<file path="src/rtl/logic_unit_pkg.sv">
// Shared definitions for the sliced logic unit: operation encodings and the
// controller state type.
package logic_unit_pkg;

  localparam logic [1:0] OP_AND = 2'b00;
  localparam logic [1:0] OP_OR  = 2'b01;
  localparam logic [1:0] OP_XOR = 2'b10;
  localparam logic [1:0] OP_NOR = 2'b11;

  typedef enum logic [1:0] {
    IDLE = 2'b00,
    BUSY = 2'b01,
    DONE = 2'b10
  } state_e;

endpackage

</file>
<file path="src/rtl/sliced_logic_unit_slice_logic.sv">
// One SLICE-bit lane of the logic unit; shared by every slice of an operation,
// so it is purely combinational.
module slice_logic
  import logic_unit_pkg::*;
#(
  parameter int SLICE = 4
) (
  input  logic [SLICE-1:0] a_s,
  input  logic [SLICE-1:0] b_s,
  input  logic [1:0]       op,
  output logic [SLICE-1:0] y_s
);

  // Select the bitwise function for this lane.
  always_comb begin
    y_s = {SLICE{1'b0}};
    case (op)
      OP_AND:  y_s = a_s & b_s;
      OP_OR:   y_s = a_s | b_s;
      OP_XOR:  y_s = a_s ^ b_s;
      OP_NOR:  y_s = ~(a_s | b_s);
      default: y_s = {SLICE{1'b0}};
    endcase
  end

endmodule

</file>
<file path="src/rtl/sliced_logic_unit.sv">
// Multi-cycle bitwise logic unit: one SLICE-bit slice per clock, LSB first.
// Optional zero-result flag port enabled by SLICED_LOGIC_ZERO_FLAG_EN.
module sliced_logic_unit
  import logic_unit_pkg::*;
#(
  parameter int WIDTH = 32,
  parameter int SLICE = 4
) (
  input  logic             clk,
  input  logic             rst_n,
  input  logic             in_valid,
  output logic             in_ready,
  input  logic [WIDTH-1:0] a,
  input  logic [WIDTH-1:0] b,
  input  logic [1:0]       op,
  output logic             out_valid,
  input  logic             out_ready,
  output logic [WIDTH-1:0] out,
  output logic             busy
`ifdef SLICED_LOGIC_ZERO_FLAG_EN
  ,
  output logic             zero
`endif
);

  localparam int NSLICE = (SLICE > 0) ? (WIDTH / SLICE) : 1;
  localparam int IDXW   = (NSLICE > 1) ? $clog2(NSLICE) : 1;
  localparam logic [WIDTH-1:0] SMASK = WIDTH'({SLICE{1'b1}});
  localparam logic [IDXW-1:0]  LAST_IDX = IDXW'(NSLICE - 1);

  if ((SLICE < 1) || ((WIDTH % SLICE) != 0)) begin : g_bad_params
    $error("sliced_logic_unit: WIDTH must be a positive multiple of SLICE");
  end

  state_e           state_r, state_nx_s;
  logic [IDXW-1:0]  idx_r;
  logic [WIDTH-1:0] a_r, b_r, out_r;
  logic [1:0]       op_r;
  logic             in_ready_r, out_valid_r, busy_r;
  logic             accept_s, last_s;
  int               sh_s;
  logic [WIDTH-1:0] a_sh_s, b_sh_s, out_wr_s;
  logic [SLICE-1:0] y_s;

  // Next-state decode; accept only while the registered ready is high.
  always_comb begin
    state_nx_s = state_r;
    accept_s   = 1'b0;
    last_s     = 1'b0;
    case (state_r)
      IDLE: begin
        if (in_valid && in_ready_r) begin
          accept_s   = 1'b1;
          state_nx_s = BUSY;
        end else begin
          state_nx_s = IDLE;
        end
      end
      BUSY: begin
        if (idx_r == LAST_IDX) begin
          last_s     = 1'b1;
          state_nx_s = DONE;
        end else begin
          state_nx_s = BUSY;
        end
      end
      DONE: begin
        if (out_ready) begin
          state_nx_s = IDLE;
        end else begin
          state_nx_s = DONE;
        end
      end
      default: state_nx_s = IDLE;
    endcase
  end

  // Route the indexed slice through the shared lane and merge it into out.
  always_comb begin
    sh_s     = int'(idx_r) * SLICE;
    a_sh_s   = a_r >> sh_s;
    b_sh_s   = b_r >> sh_s;
    out_wr_s = (out_r & ~(SMASK << sh_s)) | (WIDTH'(y_s) << sh_s);
  end

  slice_logic #(.SLICE(SLICE)) u_slice (
    .a_s (a_sh_s[SLICE-1:0]),
    .b_s (b_sh_s[SLICE-1:0]),
    .op  (op_r),
    .y_s (y_s)
  );

  // Controller state and handshake outputs, all decoded from the next state.
  always_ff @(posedge clk or negedge rst_n) begin
    if (!rst_n) begin
      state_r     <= IDLE;
      in_ready_r  <= 1'b1;
      out_valid_r <= 1'b0;
      busy_r      <= 1'b0;
    end else begin
      state_r     <= state_nx_s;
      in_ready_r  <= (state_nx_s == IDLE);
      out_valid_r <= (state_nx_s == DONE);
      busy_r      <= (state_nx_s == BUSY);
    end
  end

  // Operand capture and slice-by-slice result build; out is cleared on accept.
  always_ff @(posedge clk or negedge rst_n) begin
    if (!rst_n) begin
      a_r   <= {WIDTH{1'b0}};
      b_r   <= {WIDTH{1'b0}};
      op_r  <= 2'b00;
      idx_r <= {IDXW{1'b0}};
      out_r <= {WIDTH{1'b0}};
    end else if (accept_s) begin
      a_r   <= a;
      b_r   <= b;
      op_r  <= op;
      idx_r <= {IDXW{1'b0}};
      out_r <= {WIDTH{1'b0}};
    end else if (state_r == BUSY) begin
      out_r <= out_wr_s;
      idx_r <= last_s ? {IDXW{1'b0}} : (idx_r + IDXW'(1));
    end
  end

`ifdef SLICED_LOGIC_ZERO_FLAG_EN
  logic zero_acc_r, zero_acc_nx_s, zero_r;

  // Running AND of per-slice all-zero terms.
  always_comb begin
    if (accept_s) begin
      zero_acc_nx_s = 1'b1;
    end else if (state_r == BUSY) begin
      zero_acc_nx_s = zero_acc_r & (y_s == {SLICE{1'b0}});
    end else begin
      zero_acc_nx_s = zero_acc_r;
    end
  end

  // Accumulator plus a port copy that is only exposed alongside out_valid.
  always_ff @(posedge clk or negedge rst_n) begin
    if (!rst_n) begin
      zero_acc_r <= 1'b1;
      zero_r     <= 1'b0;
    end else begin
      zero_acc_r <= zero_acc_nx_s;
      zero_r     <= (state_nx_s == DONE) && zero_acc_nx_s;
    end
  end

  assign zero = zero_r;
`endif

  assign in_ready  = in_ready_r;
  assign out_valid = out_valid_r;
  assign busy      = busy_r;
  assign out       = out_r;

endmodule

</file>
<file path="config.mk">
export PLATFORM = sky130hd
export DESIGN_NAME = sliced_logic_unit
export DESIGN_NICKNAME = d
export VERILOG_FILES = /design/src/rtl/logic_unit_pkg.sv /design/src/rtl/sliced_logic_unit_slice_logic.sv /design/src/rtl/sliced_logic_unit.sv
export SDC_FILE = /design/constraint.sdc
export NUM_CORES = 1
export LEC_CHECK = 0
export ABC_AREA = 1
export ABC_CLOCK_PERIOD_IN_PS = 4800
export BUFFER_PORTS_ARGS = -buffer_cell sky130_fd_sc_hd__buf_4
export CORE_ASPECT_RATIO = 1.75
export CORE_MARGIN = 3
export CORE_UTILIZATION = 59
export DETAILED_ROUTE_END_ITERATION = 7
export PLACE_DENSITY = 0.85
export SLEW_MARGIN = 10
export SYNTH_ARGS = -nofsm -noshare
export SYNTH_HDL_FRONTEND = slang
export SYNTH_SLANG_ARGS = --single-unit
</file>
<file path="constraint.sdc">
create_clock -name clk -period 4.8 [get_ports clk]
set_input_delay 0.72 -clock clk [delete_from_list [all_inputs] [get_ports clk]]
set_output_delay 0.72 -clock clk [all_outputs]
set_load 0.05 [all_outputs]
</file>
==> results.yml, run 1 <==
layout:
  fin_area_mm2: 0.00613
  nets: 677
  mostFrequentLayoutCells: "buf_4, dfrtp_1, nand2_1"
  n_antenna_cell: 0
  syn_to_final_growth_pct: 21.7
  nFillCells: 591
  final_common_cell: "buf_4"
  layout-drive-gt1-share_pct: 22.9
critical_path:
  crit_path_cell_trace: "inv_1, o21ai_0, o22ai_1, inv_1, o21ai_2, inv_1, ha_1, nand3_1, nand2_1, nand2_1, nor2_1, nand2_1, o21ai_0"
  cp.required_ns: 5.06
  end_kind: "flip-flop"
  cp_top_family: "buffers and inverters"
  crit_arrival_ns: 3.50
  cp_slowest_cell: "inv_1"
  crit_path_max_fanout: 27
  worstReg2RegStart: "idx_r[1]"
  critPathMaxStageDelay_ns: 0.73
  crit_type: "reg -> reg"
  cp-start-kind: "flip-flop"
  worstSetupStartpoint: "idx_r[1]"
  critPathBufInv: 3
sta:
  post-route-min-period_ns: 3.24
  finalSetupTns_ns: 0
  rsz0062_at_grt: "no"
  skew_ns: 0.00503
  slew-limit-headroom_pct: 32.7
  fmax_mhz: 309
  worstMarginPinSlew_ns: 1.01
  hold_viol_final: 0
  fin_crit_sh_pct: 67.5
  finalMaxSlewViolations: 0
  whs_ns: 0.440
  setup_violations: 0
cts:
  cts_max_level: 3
  cts_buffers: 9
  clk_latency_ns: 0.34
  cts_tree: "built"
  cts_buffer_depth: 2
  cts_resized: 0
  cts_setup_buffers: 0
  root_buffer: "clkbuf_16"
  clock-sinks: 106
  postCtsHoldBufs: 0
  cts.clk_slew.worst_paths_ns: 0.06
global_route:
  antenna_found_initial: 0
  grt_pass1_vias: 4020
  grt_max_degree: 74
  grt.overflow.total: 0
  grt_pass1_wl_um: 18700
  track_usage_pct: 25.4
placement:
  dpl.hpwl_um: 8470
  portBuffers: 104
  postPlaceCellArea_mm2: 0.00585
  gp_congestion: 0.913
outcome:
  status: "completed"
synth:
  synth_warnings: 0
  synth-seq-cells: 106
  synth.distinct_cells: 24
  synth_area_mm2: 0.00504
  syn_nets: 586
  ys_seq_area_share_pct: 52.7
  avgSynthCellArea_um2: 10.0
  netlist_instances: 502
die:
  std_cell_rows: 44
  fp.dieW_um: 75.8
  dieArea_mm2: 0.00972
  initial_core_util_pct: 60.6
  fp.dieH_um: 128
  ios: 105
  core_mm2: 0.00831
routing:
  dr_total_vias: 3904
  drcViolationCount: 0
  initialDrtViolationCount: 274
  wl_per_cell_um: 16.1
  firstDrtPassIters: 4
  viasPerCell: 5.48
  final_antenna_net_count: 0
  wirelength_um: 11500
power:
  p_per_area_mw_per_mm2: 746
  leakage_nw: 2.97
  ir_drop_uv: 340
flow_run:
  drv_cap: 0
hold_path:
  holdCritPathClass: "in -> async"
sequential cells by signal, summed over array words and instances (netlist names):
| signal | count |
|---|---|
| a_r | 32 |
| b_r | 32 |
| busy | 1 |
| idx_r | 3 |
| in_ready | 1 |
| op_r | 2 |
| out | 32 |
| out_valid | 1 |
| state_r | 2 |
cell type report:
cell class	count	area, µm²	share of cell area (%)
clock buffer	14	274	4.47
clock inverter	2	10.0	0.163
inverter	52	195	3.18
multi-input combinational	318	2060	33.6
sequential	106	2650	43.3
tap	115	144	2.35
timing repair buffer	106	796	13.0
where the power goes:
group          internal, mW  total, mW  switching (mW)
Clock                 0.393      0.692           0.299
Sequential             1.31       1.61           0.292
Combinational         0.807       2.27            1.47
cell families (layout without fill, tap and decap cells):
kind of cell	count (synthesis)	after routing	share of synthesized area, %
flops	106	106	52.7
fa+ha+maj	14	14	3.48
simple gates	138	138	11.2
compound gates	102	102	11.7
buf+inv	78	174	6.58
mux	64	64	14.3
layer usage:
metal | GRT usage [%] | wire length [µm] | vias to the layer above
li1 | - | - | 1874
met1 | 28.5 | 4040 | 1865
met2 | 43.6 | 6480 | 129
met3 | 5.10 | 471 | 36
met4 | 13.2 | 497 | 0
met5 | 0 | 0 | -
path summary, 6_finish.rpt:
| check | slack (ns) | endpoint | cells after the start |
|---|---|---|---|
| worst max register to register | 1.56 | out[10] | 13 |
| worst max-delay path | 1.56 | out[10] | 13 |
| min in group clk | 0.48 | out[1] | 2 |
| worst min register to register | 0.48 | out[1] | 2 |
| worst min-delay path | 0.44 | out[13] | 1 |
| max in group asynchronous | 3.33 | b_r[10] | 2 |
cell usage after synthesis (all sizes together):
cell type  count  area [µm²]
mux2          64         721
nand4          9        56.3
a21oi          3        18.8
o21ai         60         323
dfstp          1        26.3
clkbuf         3        11.3
o22ai         35         219
nand3          9        50.1
dfrtp        105        2630
ha            14         175
buf           23         125
inv           52         195
o21bai         4        30.0
nand2         72         275
nor2          48         183
through the flow:
stage | setup slack (ns) | std cells | utilization [%] | power (mW)
detailed placement | 1.69 | 697 | 70.3 | 3.88
global placement | 1.78 | 697 | 70.3 | 3.78
CTS | 1.57 | 713 | 73.8 | 4.59
global route | 1.22 | 713 | 73.8 | 4.93
floorplan | 2.75 | 502 | - | 3.26
finish | 1.56 | 713 | 73.8 | 4.57
(Power assumes the default switching activity.)
==> inputs of run 2 (changes only) <==
Settings changed: ABC_CLOCK_PERIOD_IN_PS 4800 to 3300, CORE_UTILIZATION 59 to 55, PLACE_DENSITY 0.85 to 0.8.
Clock period 4.8 ns to 3.3 ns, I/O delays scaled along.
==> results.yml, run 2 (same netlist as run 1, synthesis figures left out) <==
die:
  ios: 105
  fp.dieH_um: 133
  fp.dieW_um: 78.3
  std_cell_rows: 45
  core_mm2: 0.00878
  initial_core_util_pct: 57.3
  dieArea_mm2: 0.0104
power:
  leakage_nw: 2.99
  p_clk_share_pct: 15.9
  combPwrFrac_pct: 49.9
  p_sw_mw: 3.05
  p_int_mw: 3.70
  p_per_area_mw_per_mm2: 1090
  seq_power_share_pct: 34.2
  total_power_mw: 6.76
  switching_share_pct: 45.2
  ir_drop_uv: 537
routing:
  wl_per_cell_um: 16.2
  wirelength_um: 11700
  viasPerCell: 5.44
  final_antenna_net_count: 0
  firstDrtPassIters: 4
  dr_total_vias: 3911
  drcViolationCount: 0
  initialDrtViolationCount: 219
flow_run:
  drv_cap: 0
layout:
  n_antenna_cell: 0
  fin_util_pct: 70.5
  layout-drive-gt1-share_pct: 23.8
  mostFrequentLayoutCells: "buf_4, dfrtp_1, nand2_1"
  multiInputGateArea_mm2: 0.00206
  regArea_mm2: 0.00265
  final_common_cell: "buf_4"
  syn_to_final_growth_pct: 23.0
  nets: 681
  nFillCells: 708
sta:
  worstMarginPinSlew_ns: 0.622
  slew-limit-headroom_pct: 58.5
  setup_violations: 0
  finalSetupTns_ns: 0
  layout_setup_ws_ns: 0.822
  fin_crit_sh_pct: 75.1
  post-route-min-period_ns: 2.48
  rsz0062_at_grt: "no"
  skew_ns: 0.00704
  fmax_mhz: 404
  hold_viol_final: 0
  finalMaxSlewViolations: 0
  whs_ns: 0.152
critical_path:
  cp_slowest_cell: "dfrtp_1"
  reg2reg_to: "out[15]"
  cp.required_ns: 3.59
  worst_path_most_repeated_cell: "nand2_1"
  r2r_cells: 14
  rrSetupSlack_ns: 0.82
  end_kind: "flip-flop"
  crit_path_max_fanout: 17
  crit_type: "reg -> reg"
  crit_arrival_ns: 2.77
  cp-start-kind: "flip-flop"
  crit_path_cell_trace: "inv_1, buf_4, o21ai_0, o22ai_1, nand2_1, o21ai_2, inv_1, ha_1, nand3_1, nand2_1, nand4_1, o21bai_1, nand2_1, nand2_1"
  critPathMaxStageDelay_ns: 0.38
  worstReg2RegStart: "idx_r[1]"
outcome:
  status: "completed"
cts:
  clk_latency_ns: 0.35
  root_buffer: "clkbuf_16"
  cts_max_level: 3
  cts_buffer_depth: 2
  cts_buffers: 9
  cts_setup_buffers: 0
  cts_resized: 0
  postCtsHoldBufs: 0
  cts_tree: "built"
  clock-sinks: 106
  cts.clk_slew.worst_paths_ns: 0.07
placement:
  gp_congestion: 0.900
  portBuffers: 104
  pre_cts_ws_ns: 0.859
  dpl.hpwl_um: 8790
global_route:
  antenna_found_initial: 0
  grt_pass1_vias: 3984
  grt_pass1_wl_um: 19100
  grt.overflow.total: 0
  track_usage_pct: 23.7
  grt_max_degree: 59
hold_path:
  holdCritPathClass: "in -> async"
-- run 2: cell count changes in the layout (fill, tap and decap cells not counted), sizes merged --
cell      delta
buf          +4
clkbuf       -5
inv          +1
clkinvlp     +3
bufinv       +1
-- run 2: critical path: cells and delay by family (launching register included) --
family / cells / cell delay [ns]
AND/OR/NAND/NOR: 6 / 0.63
buffers and inverters: 3 / 0.53
flip-flops: 1 / 0.38
adder cells (fa/ha/maj): 1 / 0.27
AO/OA/AOI/OAI: 4 / 0.61
-- run 2: layer usage --
layer | GRT usage, % | vias up | share of wire [%]
met5 | 0 | - | 0
met4 | 9.53 | 0 | 2.2
met3 | 3.20 | 19 | 3.9
met2 | 46.6 | 117 | 59
met1 | 24.5 | 1893 | 35
li1 | - | 1882 | -
-- run 2: worst max-delay path by stage --
stage | depth (start not counted) | startpoint | endpoint
after floorplan | 15 | idx_r[0] | out[9]
after global placement | 13 | idx_r[0] | out[0]
after detailed placement | 13 | idx_r[0] | out[0]
after CTS | 14 | idx_r[1] | out[2]
after global routing | 13 | idx_r[0] | out[1]
final | 14 | idx_r[1] | out[15]
-- run 2: metrics by stage --
stage	std cells	cell area [µm²]
2_1_floorplan	502	5040
3_3_place_gp	703	5890
3_5_place_dp	703	5890
4_1_cts	719	6200
5_1_grt	719	6200
6_report	719	6200
-- run 2: layout make-up --
type	count	area share, %
inverter	52	3.15
sequential	106	42.8
tap	117	2.36
timing repair buffer	110	13.5
clock inverter	7	1.27
multi-input combinational	318	33.2
clock buffer	9	3.63
-- run 2: power by group through the flow --
stage | clock [mW] | sequential [mW] | combinational (mW)
after floorplan | 0 | 2.72 | 2.03
after global placement | 0 | 2.30 | 3.25
after detailed placement | 0 | 2.33 | 3.36
after CTS | 1.09 | 2.31 | 3.39
after global routing | 1.14 | 2.38 | 3.74
final | 1.08 | 2.31 | 3.37
